File: config.mk
export PLATFORM = sky130hd
export DESIGN_NAME = superscalar_fetch
export DESIGN_NICKNAME = d
export VERILOG_FILES = /design/src/rtl/fetch_pkg.sv /design/src/rtl/fetch_queue.sv /design/src/rtl/superscalar_fetch.sv
export SDC_FILE = /design/constraint.sdc
export NUM_CORES = 1
export LEC_CHECK = 0
export CAP_MARGIN = 20
export CELL_PAD_IN_SITES_DETAIL_PLACEMENT = 0
export CELL_PAD_IN_SITES_GLOBAL_PLACEMENT = 1
export CORE_ASPECT_RATIO = 0.9
export CORE_MARGIN = 3
export CORE_UTILIZATION = 27
export CTS_BUF_LIST = sky130_fd_sc_hd__clkbuf_8
export DETAILED_ROUTE_END_ITERATION = 10
export PLACE_DENSITY = 0.59
export SETUP_SLACK_MARGIN = 0.02
export SLEW_MARGIN = 10
export SYNTH_ARGS = -nofsm -noshare
export SYNTH_HDL_FRONTEND = slang
export SYNTH_HIERARCHICAL = 1
export SYNTH_SLANG_ARGS = --single-unit
export TNS_END_PERCENT = 20
File: constraint.sdc
create_clock -name clk -period 6.6 [get_ports clk]
set_input_delay 1.32 -clock clk [delete_from_list [all_inputs] [get_ports clk]]
set_output_delay 1.32 -clock clk [all_outputs]
set_load 0.02 [all_outputs]
File: src/rtl/fetch_pkg.sv
// Shared constants and helpers for the superscalar instruction-fetch front end.
package fetch_pkg;
    localparam int INSTR_W = 32;
    localparam int BYTES_PER_INSTR = 4;
    localparam logic [31:0] DEFAULT_PC_START = 32'h0040_0020;

    typedef logic [31:0] addr_t;

    // Address of the bundle following the one at pc; wraps modulo 2^32.
    function automatic addr_t next_bundle_pc(input addr_t pc, input int fetch_width);
        return pc + addr_t'(BYTES_PER_INSTR * fetch_width);
    endfunction
endpackage

File: src/rtl/fetch_queue.sv
// Flushable FIFO for fetched bundles; head shows the oldest entry.
module fetch_queue #(
    parameter int WIDTH = 32,
    parameter int DEPTH = 4
) (
    input  logic                         clk,
    input  logic                         rst,
    input  logic                         flush,
    input  logic                         push,
    input  logic [WIDTH-1:0]             push_data,
    input  logic                         pop,
    output logic [WIDTH-1:0]             head,
    output logic [$clog2(DEPTH+1)-1:0]   count
);
    localparam int PTR_W = $clog2(DEPTH);
    localparam int CNT_W = $clog2(DEPTH + 1);

    logic [WIDTH-1:0] mem [DEPTH];
    logic [PTR_W-1:0] wr_ptr;
    logic [PTR_W-1:0] rd_ptr;
    logic             pop_ok;

    assign pop_ok = pop && (count != '0);
    assign head   = mem[rd_ptr];

    always_ff @(posedge clk or posedge rst) begin
        if (rst) begin
            wr_ptr <= '0;
            rd_ptr <= '0;
            count  <= '0;
        end else if (flush) begin
            wr_ptr <= '0;
            rd_ptr <= '0;
            count  <= '0;
        end else begin
            if (push)
                wr_ptr <= wr_ptr + 1'b1;
            if (pop_ok)
                rd_ptr <= rd_ptr + 1'b1;
            count <= count + CNT_W'(push) - CNT_W'(pop_ok);
        end
    end

    // Storage needs no reset: entries are only visible once counted.
    always_ff @(posedge clk) begin
        if (push && !flush)
            mem[wr_ptr] <= push_data;
    end
endmodule

File: src/rtl/superscalar_fetch.sv
// Fetch front end: PC, one-deep request tracking with queue-slot reservation,
// and a bundle queue handed to decode over valid/ready.
module superscalar_fetch
    import fetch_pkg::*;
#(
    parameter logic [31:0] PC_START    = DEFAULT_PC_START,
    parameter int          FETCH_WIDTH = 2,
    parameter int          BUF_DEPTH   = 4
) (
    input  logic                           clk,
    input  logic                           reset,
    input  logic                           load_pc,
    input  logic [31:0]                    pc_in,
    output logic                           imem_req,
    output logic [31:0]                    imem_addr,
    input  logic [INSTR_W*FETCH_WIDTH-1:0] imem_rdata,
    output logic                           out_valid,
    input  logic                           out_ready,
    output logic [31:0]                    out_pc,
    output logic [INSTR_W*FETCH_WIDTH-1:0] out_instr
);
    localparam int CNT_W = $clog2(BUF_DEPTH + 1);

    typedef struct packed {
        addr_t                           pc;
        logic [INSTR_W*FETCH_WIDTH-1:0]  instr;
    } bundle_t;

    localparam int BUNDLE_W = $bits(bundle_t);

    addr_t               pc;
    addr_t               req_pc;
    logic                inflight;
    logic [CNT_W-1:0]    count;
    logic [CNT_W:0]      reserved;
    logic [BUNDLE_W-1:0] head_raw;
    bundle_t             head;
    bundle_t             last_popped;
    bundle_t             shown;
    bundle_t             resp;
    logic                push;
    logic                pop;

    // An in-flight request already owns a queue slot, so its response can never overflow.
    assign reserved  = {1'b0, count} + {{CNT_W{1'b0}}, inflight};
    assign imem_req  = !reset && !load_pc && (reserved < (CNT_W+1)'(BUF_DEPTH));
    assign imem_addr = pc;

    assign out_valid = (count != '0);
    assign push      = inflight && !load_pc;
    assign pop       = out_valid && out_ready && !load_pc;

    assign resp.pc    = req_pc;
    assign resp.instr = imem_rdata;
    assign head       = bundle_t'(head_raw);
    assign shown      = out_valid ? head : last_popped;
    assign out_pc     = shown.pc;
    assign out_instr  = shown.instr;

    fetch_queue #(
        .WIDTH (BUNDLE_W),
        .DEPTH (BUF_DEPTH)
    ) u_queue (
        .clk       (clk),
        .rst       (reset),
        .flush     (load_pc),
        .push      (push),
        .push_data (resp),
        .pop       (pop),
        .head      (head_raw),
        .count     (count)
    );

    always_ff @(posedge clk or posedge reset) begin
        if (reset) begin
            pc          <= PC_START;
            req_pc      <= '0;
            inflight    <= 1'b0;
            last_popped <= '0;
        end else begin
            if (out_valid && out_ready)
                last_popped <= head;
            if (load_pc) begin
                pc       <= pc_in;
                inflight <= 1'b0;
            end else begin
                inflight <= imem_req;
                if (imem_req) begin
                    pc     <= next_bundle_pc(pc, FETCH_WIDTH);
                    req_pc <= pc;
                end
            end
        end
    end
endmodule

# After elaboration in Yosys (flattened, before gate mapping)
# Memories as Yosys holds them, arrays and structs flattened.
# Index checks and enable logic that the tools add are counted.
# word_totals
ram_bits	384
output_inout_bits	130
in_bits	100
n_memories	1
word_cells	42
register_bits	168
# memory_table
name	words	width	read_ports	rd_ports_with_merged_regs	wr	line_no	text
u_queue.mem	4	96	1	0	1	fetch_queue.sv:18	logic [WIDTH-1:0] mem [DEPTH];
# classes
n_reduce_logical	14
muxes	11
n_addsub	6
magnitude_cmp	1
n_bitwise	1
# op_table
op	n
96-bit 2-to-1 mux	1
32-bit 2-to-1 mux	2
32-bit by 4-bit adder with 32-bit output (second input constant)	1
2-bit 2-to-1 mux	4
1-bit logical AND	7
2-bit nonzero test	3
2-bit by 1-bit adder with 2-bit output (second input constant)	2
3-bit by 1-bit adder with 4-bit output	1
4-bit by 3-bit < comparator with 1-bit output (second input constant)	1
3-bit by 1-bit adder with 3-bit output	1
1-bit 2-to-1 mux	3
3-bit 2-to-1 mux	1
3-bit nonzero test	1
3-bit by 1-bit subtractor with 3-bit output	1
1-bit zero test	2
2-bit AND reduction	1
1-bit inverter	1

# Depth between registers and ports, before layout
# Gate-level depths: netlist of run 1.
# depth
ltp_word	6
mapped_depth	14
mapped_depth_nobuf	12

# Cells and area by module
# Netlist of run 1, hierarchy kept.
# modules_own_cells
mod	seq_area_each_um2	area_per_inst_um2	n_inst	cells_per_inst
fetch_queue	11706.2	14302.5	1	544
superscalar_fetch	4031.4	7842.5	1	864

# Least setup slack after synthesis of run 1
# OpenSTA, ideal clock, no wires.
# synth_path
path_type	input to register
startpoint	in load_pc
endpoint	mem u_queue/mem[0][0] (netlist bit), enable pin
arrival_time_ps	4466
setup_time_ps	466
t_required_ps	6134
cell_stages	5
path_buffers	2
path_slack_ps	1668
path_cell_list	clkbuf_1 -> clkbuf_1 -> nor2b_1 -> nor2b_1 -> and2_1
# synth_between
elab_chain_cells	5
# synth_rtl
element	line_no	text
start, declared	superscalar_fetch.sv:12	input logic load_pc,
1-bit zero test	superscalar_fetch.sv:50	assign push = inflight && !load_pc;
1-bit logical AND	superscalar_fetch.sv:50	
via push	superscalar_fetch.sv:41	logic push;
1-bit logical AND	fetch_queue.sv:46	if (push && !flush)
1-bit 2-to-1 mux	fetch_queue.sv:46	
1-bit 2-to-1 mux (not written as such)	fetch_queue.sv:47	mem[wr_ptr] <= push_data;
end, declared	fetch_queue.sv:18	
# The timed path passes the listed nets, and every way through them passes these cells.

# Worst setup path in the final report of run 1
# layout_path
startpoint	reg u_queue.count[1]
endpoint	out out_pc[14]
# layout_between
elab_chain_cells	2
# layout_rtl
element	line_no	text
start, declared	fetch_queue.sv:13	output logic [$clog2(DEPTH+1)-1:0] count
start signal, assigned	fetch_queue.sv:40	count <= count + CNT_W'(push) - CNT_W'(pop_ok);
3-bit nonzero test	superscalar_fetch.sv:49	assign out_valid = (count != '0);
96-bit 2-to-1 mux	superscalar_fetch.sv:56	assign shown = out_valid ? head : last_popped;
end, declared	superscalar_fetch.sv:19	output logic [31:0] out_pc,
# No other way between the ends.

==> key figures, run 1 <==
Min path
  – Hold path cells: 1
  – Hold wc startpoint: last_popped[24]
  – Worst hold path type: reg2reg
  – Worst Hold Endpoint: last_popped[24]

Pwr
  – Lkg Pwr: 0.0101 uW
  – Worst VDD drop: 0.000130 V
  – Switch share: 29.1%
  – Internal power: 6770 uW
  – Power Dens Cells: 346 nW/um^2
  – Switching pwr: 2780 uW
  – Combinational power share: 22.2%
  – Clk pwr share: 32.1%
  – Seq pwr share: 45.7%

Global routing
  – Initial antenna violation count: 1
  – Largest net degree at the start of global routing: 97
  – GR peak layer: met2
  – Met2 usage: 21.7%
  – All-Layer GR Usage: 13.1%
  – GRT overflow: 0
  – Vias in the first global route: 13,600
  – Met3 Use GR: 3.62%
  – First-pass GRT wire length: 84,700 um
  – Grt met1 use: 16.8%

STA
  – Final setup margin: 1610 ps
  – Final Skew: 32.0 ps
  – Max Transition Viols Final: 0
  – Achievable Freq: 200 MHz
  – Period utilization: 75.6%
  – Setup violators final: 0
  – Post-route setup TNS: 0 ps
  – Hold Fails Final Rpt: 0
  – Final Critical Period: 4990 ps
  – RSZ-0062 raised after global routing: false
  – Slew HR: 32.7%
  – Slew at the pin with the worst max-slew slack: 1010 ps

Yosys
  – Most common library cells after synthesis: 420 x nand2_1, 384 x edfxtp_1, 166 x dfrtp_1, 96 x mux4_2, 72 x mux2_2
  – Synthesized flop and latch total: 552
  – Mean Syn Cell Area: 15.7 sq um
  – Synth area leader: edfxtp_1
  – Synth top area cells: edfxtp_1 52%, dfrtp_1 19%, mux4_2 9.8%, nand2_1 7.1%, mux2_2 3.7%
  – Register area share after synthesis: 71.1%
  – YS warnings: 6
  – Cell count after synthesis: 1,408
  – Syn nets: 1,516
  – EDFF count, synth: 384
  – Yosys top cell area share: 52.1%
  – Top_reg_cell synth: edfxtp_1
  – Top-count cell post-synth: nand2_1
  – Netlist Area Pre-Place: 22,100 sq um
  – FFs w/ async S/R, synth: 30.4%
  – Netlist cell types: 57

Clock tree
  – Number of setup buffers added after CTS: 0
  – Clock Sink Count: 552
  – CTS Buf Count: 97
  – Clk buf depth: 3
  – Post-CTS Hold Fix Bufs: 0
  – CTS tree: built
  – Root buffer cell: clkbuf_8
  – Resized Gates After CTS: 0
  – Clock Latency Late Sink: 680 ps
  – H-tree Lvls: 3
  – Clock-pin transition on the worst setup and hold timing paths: 60 ps

Finish
  – Nets: 1,788
  – Final cell count without fillers: 2,816
  – Layout cells sized above 1: 19.5%
  – Area Overhead vs Synth: 24.4%
  – Fillcell total: 7,647
  – Post-route cell area: 27,600 sq um

Place
  – PortBufs: 229
  – Final HPWL DP: 31,400 um
  – DP Worst Slack: 1840 ps
  – Placement Cell Area: 25,600 sq um
  – GPL Wtd Cong: 0.742
  – Placed cell count: 2,631

Floorplan
  – Number of cell rows: 98
  – Die Wd: 308 um
  – Core ar.: 80,300 sq um
  – Die area: 85,500 sq um
  – I/O pin total: 230
  – Die H: 278 um
  – Initial Util: 27.6%

Setup path
  – CP required: 5280 ps
  – Slowest CP cell: buf_4
  – FF-to-FF setup slack: 3450 ps
  – Max incr delay on CP: 840 ps
  – RR Startpoint: u_queue/count[1]
  – Kind of critical path: reg2out
  – Reg2reg end: u_queue/count[2]
  – Critical Path Start Type: flop
  – Crit end category: output pin
  – Crit-path max FO: 68
  – CP cell instances: nor3_4 > buf_4 > buf_4 > nand2_1 > nand2_1 > clkdlybuf4s50_1
  – CP bufs+invs: 3
  – CP arrival: 3670 ps
  – Largest delay share family, worst path: buffers and inverters
  – Reg2reg path depth: 13

Status
  – Outcome: completed

Routing
  – Via count: 12,700
  – Via/cell ratio: 4.49
  – Initial DRT Pass Iterations: 4
  – WL/cell: 19.8 um
  – Post-route ant nets: 0
  – Initial DRC Count: 751
  – Wirelength, routed: 55,700 um
  – # DRC: 0

Run
  – Max Cap Viol: 0
flip-flops by register name (all words and copies together) (netlist names):
register        flops
u_queue/mem       384
last_popped        96
imem_addr          32
req_pc             32
u_queue/count       3
u_queue/rd_ptr      2
u_queue/wr_ptr      2
inflight            1
layout by cell type, fill, tap and decap left out, types with 10 or more instances in the layout:
master           count
buf_4               11
clkbuf_8           107
clkdlybuf4s50_1    228
clkinv_1            18
clkinv_2            17
dfrtp_1            164
edfxtp_1           384
inv_1               42
mux2_1              29
mux2_2              72
mux4_2              96
nand2_1            419
nand3_1             14
nor2_1              19
o211ai_1            10
o21ai_1             13
stage by stage:
| stage | utilization, % | total power [uW] | hold slack, ps |
|---|---|---|---|
| final | 34.3 | 9550 | 489 |
| after global routing | 34.3 | 10100 | 506 |
| after detailed placement | 31.9 | 6600 | 481 |
| after CTS | 34.3 | 9740 | 494 |
| after global placement | 31.9 | 6550 | 473 |
| after floorplan | - | 5510 | 464 |
routing by layer:
layer / wire length (um) / up-vias
met4: 1090 / 0
met1: 24500 / 6472
met5: 0 / -
met3: 3050 / 88
li1: - / 5777
met2: 27100 / 315
area by class of cell:
| cell class | count | area (sq um) | share of cell area, % |
|---|---|---|---|
| Tap cell | 1050 | 1310 | 4.77 |
| Timing Repair Buffer | 247 | 2520 | 9.14 |
| Sequential cell | 552 | 15700 | 57.2 |
| Clock buffer | 107 | 1470 | 5.35 |
| Inverter | 13 | 58.8 | 0.213 |
| Multi-Input combinational cell | 769 | 6000 | 21.8 |
| Antenna cell | 2 | 5.00 | 0.0182 |
| Clock inverter | 76 | 438 | 1.59 |
how the worst max path moves through the flow:
stage	start	end	slack, ps	depth (start not counted)
floorplan	reset	imem_addr[0]	940	1
global placement	reset	imem_req	1850	4
detailed placement	reset	imem_req	1840	4
CTS	u_queue/count[1]	out_pc[14]	1420	6
global route	u_queue/count[1]	out_pc[17]	1290	6
finish	u_queue/count[1]	out_pc[14]	1610	6
power by group through the flow:
| stage | registers [uW] | clock network, uW | logic, uW |
|---|---|---|---|
| final | 4360 | 3060 | 2120 |
| after global routing | 4420 | 3370 | 2310 |
| after CTS | 4370 | 3200 | 2170 |
| after detailed placement | 4430 | 0 | 2160 |
| after global placement | 4410 | 0 | 2140 |
| after floorplan | 4380 | 0 | 1130 |
cells by family after synthesis:
family | share of synthesized area (%)
flip-flops | 71.1
AND/OR/NAND/NOR | 9.42
multiplexers | 15.0
buffers and inverters | 1.95
AO/OA/AOI/OAI | 1.82
adder cells (fa/ha/maj) | 0.486
XOR/XNOR | 0.260
Note: power is estimated with default switching activity, not from simulation.
==> run 2, diff against run 1 <==
==> constraint.sdc (replaced) <==
create_clock -name clk -period 4.7 [get_ports clk]
set_input_delay 0.94 -clock clk [delete_from_list [all_inputs] [get_ports clk]]
set_output_delay 0.94 -clock clk [all_outputs]
set_load 0.02 [all_outputs]
==> key figures, run 2 (synthesis results as in run 1) <==
Clock tree
  – Root buffer cell: clkbuf_8
  – Resized Gates After CTS: 0 (unchanged)
  – H-tree Lvls: 3 (unchanged)
  – Clock Sink Count: 552 (unchanged)
  – Post-CTS Hold Fix Bufs: 0 (unchanged)
  – Clock-pin transition on the worst setup and hold timing paths: 60 ps (about the same)
  – CTS Buf Count: 95 (-2.1%)
  – Clk buf depth: 3 (unchanged)
  – Clock Latency Late Sink: 690 ps (about the same)
  – CTS tree: built
  – Number of setup buffers added after CTS: 0 (unchanged)

STA
  – Final setup margin: 482 ps (-1130 ps)
  – Slew HR: 41.2% (+8.4 points)
  – Achievable Freq: 237 MHz
  – Post-route setup TNS: 0 ps (unchanged)
  – Hold Fails Final Rpt: 0 (unchanged)
  – Setup violators final: 0 (unchanged)
  – Final Skew: 41.1 ps (+9.14 ps)
  – RSZ-0062 raised after global routing: false
  – Final Critical Period: 4220 ps
  – Max Transition Viols Final: 0 (unchanged)
  – Period utilization: 89.8%
  – Slew at the pin with the worst max-slew slack: 882 ps (-126 ps)

Finish
  – Largest Register: u_queue/mem
  – Max reg flops: 384 (unchanged)
  – Nets: 1,793 (+0.28%)
  – Area Overhead vs Synth: 24.9%
  – Most frequent cells in the layout: 419 x nand2_1, 384 x edfxtp_1, 228 x clkdlybuf4s50_1, 164 x dfrtp_1, 104 x clkbuf_8
  – Area taken by multi-input logic gates: 6000 sq um (unchanged)
  – Layout cells sized above 1: 19.4% (-0.15 points)
  – Biggest regs: u_queue/mem (384), last_popped (96)
  – Fillcell total: 7,707 (+0.78%)
  – FF+latch area: 15,700 sq um (unchanged)
  – Commonest non-fill, non-tap cell in the layout: nand2_1

Pwr
  – Worst VDD drop: 0.000180 V (+38%)
  – Power Dens Cells: 482 nW/um^2 (+39%)
  – Switching pwr: 3920 uW (+41%)
  – Clk pwr share: 31.5% (-0.6 points)
  – Power Total: 13,300 uW (+40%)
  – Internal power: 9410 uW (+39%)
  – Combinational power share: 22.5% (+0.3 points)
  – Lkg Pwr: 0.0102 uW (+0.49%)
  – Seq pwr share: 46.0% (+0.3 points)
  – Switch share: 29.4% (+0.35 points)

Global routing
  – Initial antenna violation count: 2 (+1)
  – Largest net degree at the start of global routing: 97 (unchanged)
  – Vias in the first global route: 13,800 (+0.83%)
  – All-Layer GR Usage: 13.2% (+0.072 points)
  – First-pass GRT wire length: 85,500 um (+0.87%)
  – GRT overflow: 0 (unchanged)

Min path
  – Worst Hold Endpoint: last_popped[34]
  – Worst hold path type: reg2reg
  – Hold wc startpoint: last_popped[34]
  – Hold path cells: 1 (unchanged)

Run
  – Max Cap Viol: 0 (unchanged)

Place
  – PortBufs: 229 (unchanged)
  – DP Worst Slack: 772 ps (-1060 ps)
  – GPL Wtd Cong: 0.742 (about the same)
  – Final HPWL DP: 32,100 um (+2.4%)

Setup path
  – RR Startpoint: u_queue/count[1]
  – CP arrival: 3280 ps (-390 ps)
  – Crit end category: output pin
  – Kind of critical path: reg2out
  – Reg2reg end: u_queue/count[2]
  – Crit-path max FO: 24 (-65%)
  – FF-to-FF setup slack: 1560 ps (-1890 ps)
  – Reg2reg path depth: 13 (unchanged)
  – Critical Path Start Type: flop
  – CP required: 3760 ps (-1520 ps)

Routing
  – Initial DRC Count: 599 (-20%)
  – Wirelength, routed: 55,700 um (about the same)
  – # DRC: 0 (unchanged)
  – Initial DRT Pass Iterations: 7 (+3)
  – Post-route ant nets: 0 (unchanged)
  – WL/cell: 19.8 um (about the same)
  – Via count: 12,600 (-0.032%)
  – Via/cell ratio: 4.49 (-0.10%)

Floorplan
  – Die Wd: 308 um (unchanged)
  – Initial Util: 27.6% (unchanged)
  – Die area: 85,500 sq um (unchanged)
  – Core ar.: 80,300 sq um (unchanged)
  – Die H: 278 um (unchanged)
  – Number of cell rows: 98 (unchanged)
  – I/O pin total: 230 (unchanged)

Status
  – Outcome: completed
-- run 2: cell count changes in the layout (fill, tap and decap cells not counted), sizes merged --
cell,delta
clkinv,-12
inv,+10
buf,+7
clkbuf,-3
clkinvlp,+2
bufinv,-1
diode,-1
-- run 2: stage by stage --
step	utilization [%]	cells	instance area [sq um]	hold slack [ps]
after floorplan	-	1408	22100	464
after detailed placement	32.1	2638	25800	481
after global placement	32.1	2637	25800	474
final	34.4	2818	27700	490
after global routing	34.4	2817	27700	503
after CTS	34.4	2817	27700	491
-- run 2: power groups by stage --
stage / Combinational, uW / Sequential [uW] / Clock [uW]
after global routing: 3270 / 6200 / 4610
after floorplan: 1580 / 6150 / 0
after CTS: 3080 / 6130 / 4370
after detailed placement: 3070 / 6230 / 0
after global placement: 3040 / 6190 / 0
final: 3000 / 6130 / 4200
-- run 2: worst max-delay path: stages, from the launching register on --
cell and delay (ps):
dfrtp_4 800, buf_4 470, mux4_2 570, nand2_1 70, nand2_1 90, clkdlybuf4s50_1 560
-- run 2: layout make-up --
class	count	area share, %
sequential	552	56.9
multi-input combinational	769	21.7
timing repair buffer	254	9.70
clock buffer	104	5.18
tap	1050	4.75
clock inverter	75	1.53
inverter	13	0.199
antenna	1	0.00905
-- run 2: how the worst max path moves through the flow --
stage                 startpoint  slack (ps)                 to  cells past startpoint
3_3_place_gp               reset         780           imem_req                      4
5_1_grt        u_queue/rd_ptr[0]         200       out_instr[3]                      5
3_5_place_dp               reset         770           imem_req                      4
6_report       u_queue/rd_ptr[0]         480      out_instr[32]                      5
4_1_cts        u_queue/rd_ptr[0]         290       out_instr[3]                      5
2_1_floorplan            load_pc         150  u_queue/mem[0][0]                      5
-- run 2: per-layer routing --
| layer | global-route usage (%) | vias up | part of all wire [%] |
|---|---|---|---|
| li1 | - | 5785 | - |
| met1 | 17.5 | 6461 | 45 |
| met2 | 21.1 | 315 | 47 |
| met3 | 3.44 | 85 | 6.0 |
| met4 | 4.03 | 2 | 2.1 |
| met5 | 0 | - | 0.023 |
